[config.mk]
export PLATFORM = sky130hd
export DESIGN_NAME = card_match_ctrl
export DESIGN_NICKNAME = d
export VERILOG_FILES = /design/src/rtl/card_pkg.sv /design/src/rtl/hold_timer.sv /design/src/rtl/card_match_ctrl.sv
export SDC_FILE = /design/constraint.sdc
export NUM_CORES = 1
export LEC_CHECK = 0
export BUFFER_PORTS_ARGS = -buffer_cell sky130_fd_sc_hd__buf_2
export CORE_MARGIN = 5
export CORE_UTILIZATION = 59
export DETAILED_ROUTE_END_ITERATION = 10
export PLACE_DENSITY = 0.8
export SLEW_MARGIN = 30
export SYNTH_ARGS = -nofsm -noshare
export SYNTH_HDL_FRONTEND = slang
export SYNTH_HIERARCHICAL = 1
export SYNTH_SLANG_ARGS = --single-unit
[constraint.sdc]
create_clock -name clk -period 2.9 [get_ports clk]
set_clock_uncertainty 0.15 [all_clocks]
set_input_delay 0.435 -clock clk [delete_from_list [all_inputs] [get_ports clk]]
set_output_delay 0.435 -clock clk [all_outputs]
set_load 0.02 [all_outputs]
[src/rtl/card_pkg.sv]
// Shared card word layout, state encodings and controller FSM states for the
// card game logic.
package card_pkg;

  localparam int CARD_W   = 14;
  localparam int COLOUR_W = 12;
  localparam int ADDR_W   = 4;

  localparam logic [1:0] CARD_INACTIVE  = 2'b00;
  localparam logic [1:0] CARD_FACE_UP   = 2'b01;
  localparam logic [1:0] CARD_FACE_DOWN = 2'b10;

  typedef enum logic [2:0] {
    ST_IDLE,
    ST_CHK1,
    ST_WAIT2,
    ST_CHK2,
    ST_HOLD,
    ST_RES_A,
    ST_RES_B,
    ST_DONE
  } ctrl_state_t;

  function automatic logic [CARD_W-1:0] card_word(input logic [COLOUR_W-1:0] colour,
                                                  input logic [1:0]          st);
    return {colour, st};
  endfunction

endpackage

[src/rtl/hold_timer.sv]
// Display-hold timer: a start pulse arms it, o_expired is high for exactly one
// cycle, HOLD_CYCLES cycles after the start pulse was sampled.
module hold_timer #(
  parameter int HOLD_CYCLES = 100_000_000
) (
  input  logic clk,
  input  logic rst,
  input  logic i_start,
  output logic o_expired
);

  localparam int CNT_W = (HOLD_CYCLES > 1) ? $clog2(HOLD_CYCLES) : 1;
  localparam logic [CNT_W-1:0] LAST = CNT_W'(HOLD_CYCLES - 1);

  logic [CNT_W-1:0] r_cnt;
  logic             r_run;

  always_ff @(posedge clk or negedge rst) begin
    if (!rst) begin
      r_cnt <= '0;
      r_run <= 1'b0;
    end else if (i_start) begin
      r_cnt <= '0;
      r_run <= 1'b1;
    end else if (r_run) begin
      if (r_cnt == LAST) r_run <= 1'b0;
      else               r_cnt <= r_cnt + CNT_W'(1);
    end
  end

  assign o_expired = r_run && (r_cnt == LAST);

endmodule

[src/rtl/card_match_ctrl.sv]
// Card-matching game controller: flips selected cards, holds a pair face-up,
// resolves it and tracks found pairs. Optional miss counter: CARD_MISS_COUNT_EN.
module card_match_ctrl
  import card_pkg::*;
#(
  parameter int N_CARDS     = 16,
  parameter int HOLD_CYCLES = 100_000_000
) (
  input  logic              clk,
  input  logic              rst,
  input  logic              sel_valid,
  input  logic [ADDR_W-1:0] sel_index,
  output logic              sel_ready,
  output logic              sel_reject,
  output logic              rf_w_enable,
  output logic [ADDR_W-1:0] rf_w_address,
  output logic [CARD_W-1:0] rf_w_data,
  output logic [ADDR_W-1:0] rf_r_address,
  input  logic [CARD_W-1:0] rf_r_data,
  output logic              pair_found,
  output logic              pair_miss,
  output logic [ADDR_W-1:0] pairs_matched,
  output logic              game_done
`ifdef CARD_MISS_COUNT_EN
  ,
  output logic [7:0]        miss_count
`endif
);

  localparam logic [ADDR_W:0]   LIM       = (ADDR_W + 1)'(N_CARDS);
  localparam logic [ADDR_W-1:0] ALL_PAIRS = ADDR_W'(N_CARDS / 2);

  ctrl_state_t         r_state;
  logic [ADDR_W-1:0]   r_idx_a;
  logic [ADDR_W-1:0]   r_idx_b;
  logic [COLOUR_W-1:0] r_col_a;
  logic [COLOUR_W-1:0] r_col_b;

  logic                w_accept;
  logic [1:0]          w_rd_state;
  logic [COLOUR_W-1:0] w_rd_colour;
  logic                w_in_range;
  logic                w_legal1;
  logic                w_legal2;
  logic                w_colour_eq;
  logic [1:0]          w_res_state;
  logic                w_tmr_start;
  logic                w_expired;

  // rf_r_address doubles as the latched index of the card under check.
  assign w_accept    = sel_valid && sel_ready;
  assign w_rd_state  = rf_r_data[1:0];
  assign w_rd_colour = rf_r_data[CARD_W-1:2];
  assign w_in_range  = {1'b0, rf_r_address} < LIM;
  assign w_legal1    = w_in_range && (w_rd_state == CARD_FACE_DOWN);
  assign w_legal2    = w_legal1 && (rf_r_address != r_idx_a);
  assign w_colour_eq = (r_col_a == r_col_b);
  assign w_res_state = w_colour_eq ? CARD_INACTIVE : CARD_FACE_DOWN;
  assign w_tmr_start = (r_state == ST_CHK2) && w_legal2;

  hold_timer #(
    .HOLD_CYCLES(HOLD_CYCLES)
  ) u_hold_timer (
    .clk      (clk),
    .rst      (rst),
    .i_start  (w_tmr_start),
    .o_expired(w_expired)
  );

  always_ff @(posedge clk or negedge rst) begin
    if (!rst) begin
      r_state       <= ST_IDLE;
      r_idx_a       <= '0;
      r_idx_b       <= '0;
      r_col_a       <= '0;
      r_col_b       <= '0;
      sel_ready     <= 1'b0;
      sel_reject    <= 1'b0;
      rf_w_enable   <= 1'b0;
      rf_w_address  <= '0;
      rf_w_data     <= '0;
      rf_r_address  <= '0;
      pair_found    <= 1'b0;
      pair_miss     <= 1'b0;
      pairs_matched <= '0;
      game_done     <= 1'b0;
`ifdef CARD_MISS_COUNT_EN
      miss_count    <= '0;
`endif
    end else begin
      rf_w_enable <= 1'b0;
      sel_reject  <= 1'b0;
      pair_found  <= 1'b0;
      pair_miss   <= 1'b0;

      case (r_state)
        ST_IDLE: begin
          if (w_accept) begin
            rf_r_address <= sel_index;
            sel_ready    <= 1'b0;
            r_state      <= ST_CHK1;
          end else begin
            sel_ready <= 1'b1;
          end
        end

        ST_CHK1: begin
          sel_ready <= 1'b1;
          if (w_legal1) begin
            rf_w_enable  <= 1'b1;
            rf_w_address <= rf_r_address;
            rf_w_data    <= card_word(w_rd_colour, CARD_FACE_UP);
            r_idx_a      <= rf_r_address;
            r_col_a      <= w_rd_colour;
            r_state      <= ST_WAIT2;
          end else begin
            sel_reject <= 1'b1;
            r_state    <= ST_IDLE;
          end
        end

        ST_WAIT2: begin
          if (w_accept) begin
            rf_r_address <= sel_index;
            sel_ready    <= 1'b0;
            r_state      <= ST_CHK2;
          end else begin
            sel_ready <= 1'b1;
          end
        end

        ST_CHK2: begin
          if (w_legal2) begin
            rf_w_enable  <= 1'b1;
            rf_w_address <= rf_r_address;
            rf_w_data    <= card_word(w_rd_colour, CARD_FACE_UP);
            r_idx_b      <= rf_r_address;
            r_col_b      <= w_rd_colour;
            r_state      <= ST_HOLD;
          end else begin
            sel_reject <= 1'b1;
            sel_ready  <= 1'b1;
            r_state    <= ST_WAIT2;
          end
        end

        ST_HOLD: begin
          if (w_expired) begin
            rf_w_enable  <= 1'b1;
            rf_w_address <= r_idx_a;
            rf_w_data    <= card_word(r_col_a, w_res_state);
            r_state      <= ST_RES_A;
          end
        end

        ST_RES_A: begin
          rf_w_enable  <= 1'b1;
          rf_w_address <= r_idx_b;
          rf_w_data    <= card_word(r_col_b, w_res_state);
          if (w_colour_eq) begin
            pair_found    <= 1'b1;
            pairs_matched <= pairs_matched + ADDR_W'(1);
          end else begin
            pair_miss <= 1'b1;
`ifdef CARD_MISS_COUNT_EN
            if (miss_count != 8'hFF) miss_count <= miss_count + 8'd1;
`endif
          end
          r_state <= ST_RES_B;
        end

        ST_RES_B: begin
          // pairs_matched already holds the post-resolve count here.
          if (pairs_matched == ALL_PAIRS) begin
            game_done <= 1'b1;
            r_state   <= ST_DONE;
          end else begin
            sel_ready <= 1'b1;
            r_state   <= ST_IDLE;
          end
        end

        ST_DONE: begin
          sel_ready <= 1'b0;
          game_done <= 1'b1;
        end

        default: r_state <= ST_IDLE;
      endcase
    end
  end

endmodule

==> metrics.csv <==
metric,value,unit
cts_resized,0,
clk_path_buf_depth,2,
start_util,61.0,%
antenna_found_initial,0,
final_area,5290,µm²
final.fill_count,603,
rows,32,
drtIter0Drc,212,
routedWlPerCell,16.2,µm
syn_inst,427,
cts.root.buffer_cell,clkbuf_8,
chipHeight,99.9,µm
critical_path_class,reg -> reg,
grt_overflow,0,
drive_gt1_share,26.6,%
critPathCaptureType,flip-flop,
peakVddDrop,0.000254,V
outcome,"finished, final reports clean",
cp.arrival,2.76,ns
path_max_fanout,19,
placed_cell_area,5090,µm²
yosysTopAreaCell,dfrtp_1,
finalCritPeriodShare,92.7,%
die_w,99.9,µm
finalHoldViolCount,0,
numCtsBuffers,9,
cts_sinks,95,
ys_warn_count,6,
post-route-drc-count,0,
syn-num-nets,452,
ys_ff_latch,95,
grt_pass1_vias,3427,
synth_ff_type,dfrtp_1,
grt_max_degree,50,
area_growth,11.0,%
hold_class,in -> reg,
post_cts_buffers,0,
num_vias,3321,
final_core_util,67.8,%
pin_count,53,
layout_min_cycle_time,2.69,ns
portBuffers,52,
synth_top_area_share,49.9,%
max_slew_margin,48.6,%
finalSetupTns,0,ns
drv_slew,0,
async_flop_share,100,%
core_area,7810,µm²
clock.fmax,0.372,GHz
place_hpwl,6650,µm
synth_edf_count,0,
final_cell_mix,"95 x dfrtp_1, 51 x buf_2, 37 x nor2_1",
ctsHoldBuffers,1,
setup_violations,0,
syn_area_per_cell,11.2,µm²
leakage,2.77,nW
drt_wl_total,9490,µm
cts_htree_levels,3,
antenna_cells,0,
yosysSeqAreaShare,49.9,%
max_cap_violations,0,
vias_per_cell,5.66,
netlist_area,4770,µm²
die-area,9980,µm²
synth.distinct_cells,56,
critPathRequiredTime,2.97,ns
layout_commonest_cell,dfrtp_1,
grtUsageTotal,20.1,%
place.gp.congestion,0.852,
grt_pass1_wl,16100,µm
first_pass_iters,4,
tightest_slew,0.765,ns
clk_latency,0.37,ns
fin_nets,505,
ant_nets,0,
critPathLaunchType,flip-flop,
clk_pin_slew_worst_paths,0.10,ns
cts_tree,done,
rsz0062_at_grt,no,
synth_area_leaders,"dfrtp_1 50%, mux2_2 7.1%, mux2i_1 6.9%, xnor2_1 4.8%, a21oi_1 3.2%",
p_per_area,420,nW/µm²
[path summary, 6_finish.rpt]
check                           slack [ns]  depth (start not counted)             startpoint          endpoint
max in group asynchronous             1.45                          3                    rst   rf_w_address[0]
worst max register to register        0.21                          9  u_hold_timer/r_cnt[0]      rf_w_data[0]
worst max-delay path                  0.21                          9  u_hold_timer/r_cnt[0]      rf_w_data[0]
min in group asynchronous             0.47                          2                    rst  pairs_matched[0]
worst min register to register        0.34                          1           rf_w_data[1]      rf_w_data[1]
worst min-delay path                  0.14                          2           sel_index[2]   rf_r_address[2]
[worst max-delay path, stage by stage (launching register included)]
cell,delay (ns)
dfrtp_1,0.43
ha_1,0.24
and3_1,0.20
nand3b_1,0.21
nor2_1,0.11
and2_1,0.20
o21ai_0,0.14
a21o_1,0.13
o31a_2,0.54
a21boi_0,0.19
[where the power goes]
part / switching [mW] / internal (mW)
registers: 0 / 1.32
clock network: 0.512 / 0.332
logic: 0.0376 / 0.0177
[logic make-up after synthesis]
| group | synth area share (%) |
|---|---|
| muxes | 16.2 |
| buffers and inverters | 4.88 |
| and+or+nand+nor | 14.6 |
| xor gates and xnor gates | 6.43 |
| adders and majority gates | 1.05 |
| AOI/OAI and AO/OA | 6.91 |
| DFF | 49.9 |
[sequential cells by signal, summed over array words and instances (netlist names)]
| name | count |
|---|---|
| u_hold_timer/r_cnt | 27 |
| rf_w_data | 14 |
| r_col_a | 12 |
| r_col_b | 12 |
| pairs_matched | 4 |
| r_idx_a | 4 |
| r_idx_b | 4 |
| rf_r_address | 4 |
| rf_w_address | 4 |
| r_state | 3 |
| game_done | 1 |
| pair_found | 1 |
| pair_miss | 1 |
| rf_w_enable | 1 |
| sel_ready | 1 |
| sel_reject | 1 |
| u_hold_timer/r_run | 1 |
[stage by stage]
stage | hold WS (ns) | setup slack [ns] | power [mW] | cells
2_1_floorplan | -0.0106 | 0.471 | 1.36 | 427
3_3_place_gp | 0.321 | 0.358 | 1.40 | 570
4_1_cts | 0.134 | 0.193 | 2.24 | 587
3_5_place_dp | 0.321 | 0.213 | 1.41 | 570
6_report | 0.145 | 0.213 | 2.22 | 587
5_1_grt | 0.140 | 0.00386 | 2.30 | 587
[routing by layer]
layer	up-vias	GRT usage [%]	part of all wire (%)
met2	70	34.2	49
met5	-	0	0
li1	1602	-	-
met3	10	2.99	3.7
met4	0	6.72	1.2
met1	1639	26.3	46
[layout make-up]
type                    count  area (µm²)  area share (%)
well taps                 102         128            2.41
repair buffers             61         345            6.53
clock buffers               9         124            2.34
multi-input cells         287        2160            40.7
inverters                  26        97.6            1.84
flip-flops and latches     95        2380            44.9
clock inverters             7        63.8            1.21
[synthesized netlist by cell type (2+ instances only)]
master	number
buf_6	3
xor2_1	9
mux2_2	30
nor2_1	37
dlygate4sd1_1	2
nor4_1	3
and3_1	5
a21oi_1	30
buf_4	2
inv_1	26
o21ai_0	14
xnor2_1	26
dfrtp_1	95
ha_1	4
nor4_4	2
nand3b_1	3
nor3_1	11
or3_1	9
mux2_4	7
mux2i_1	33
nand2b_1	4
buf_1	2
nand4_1	6
nand2_1	15
clkbuf_1	3
buf_2	6
and4_1	3
nand3_1	9
(Power assumes the default switching activity.)
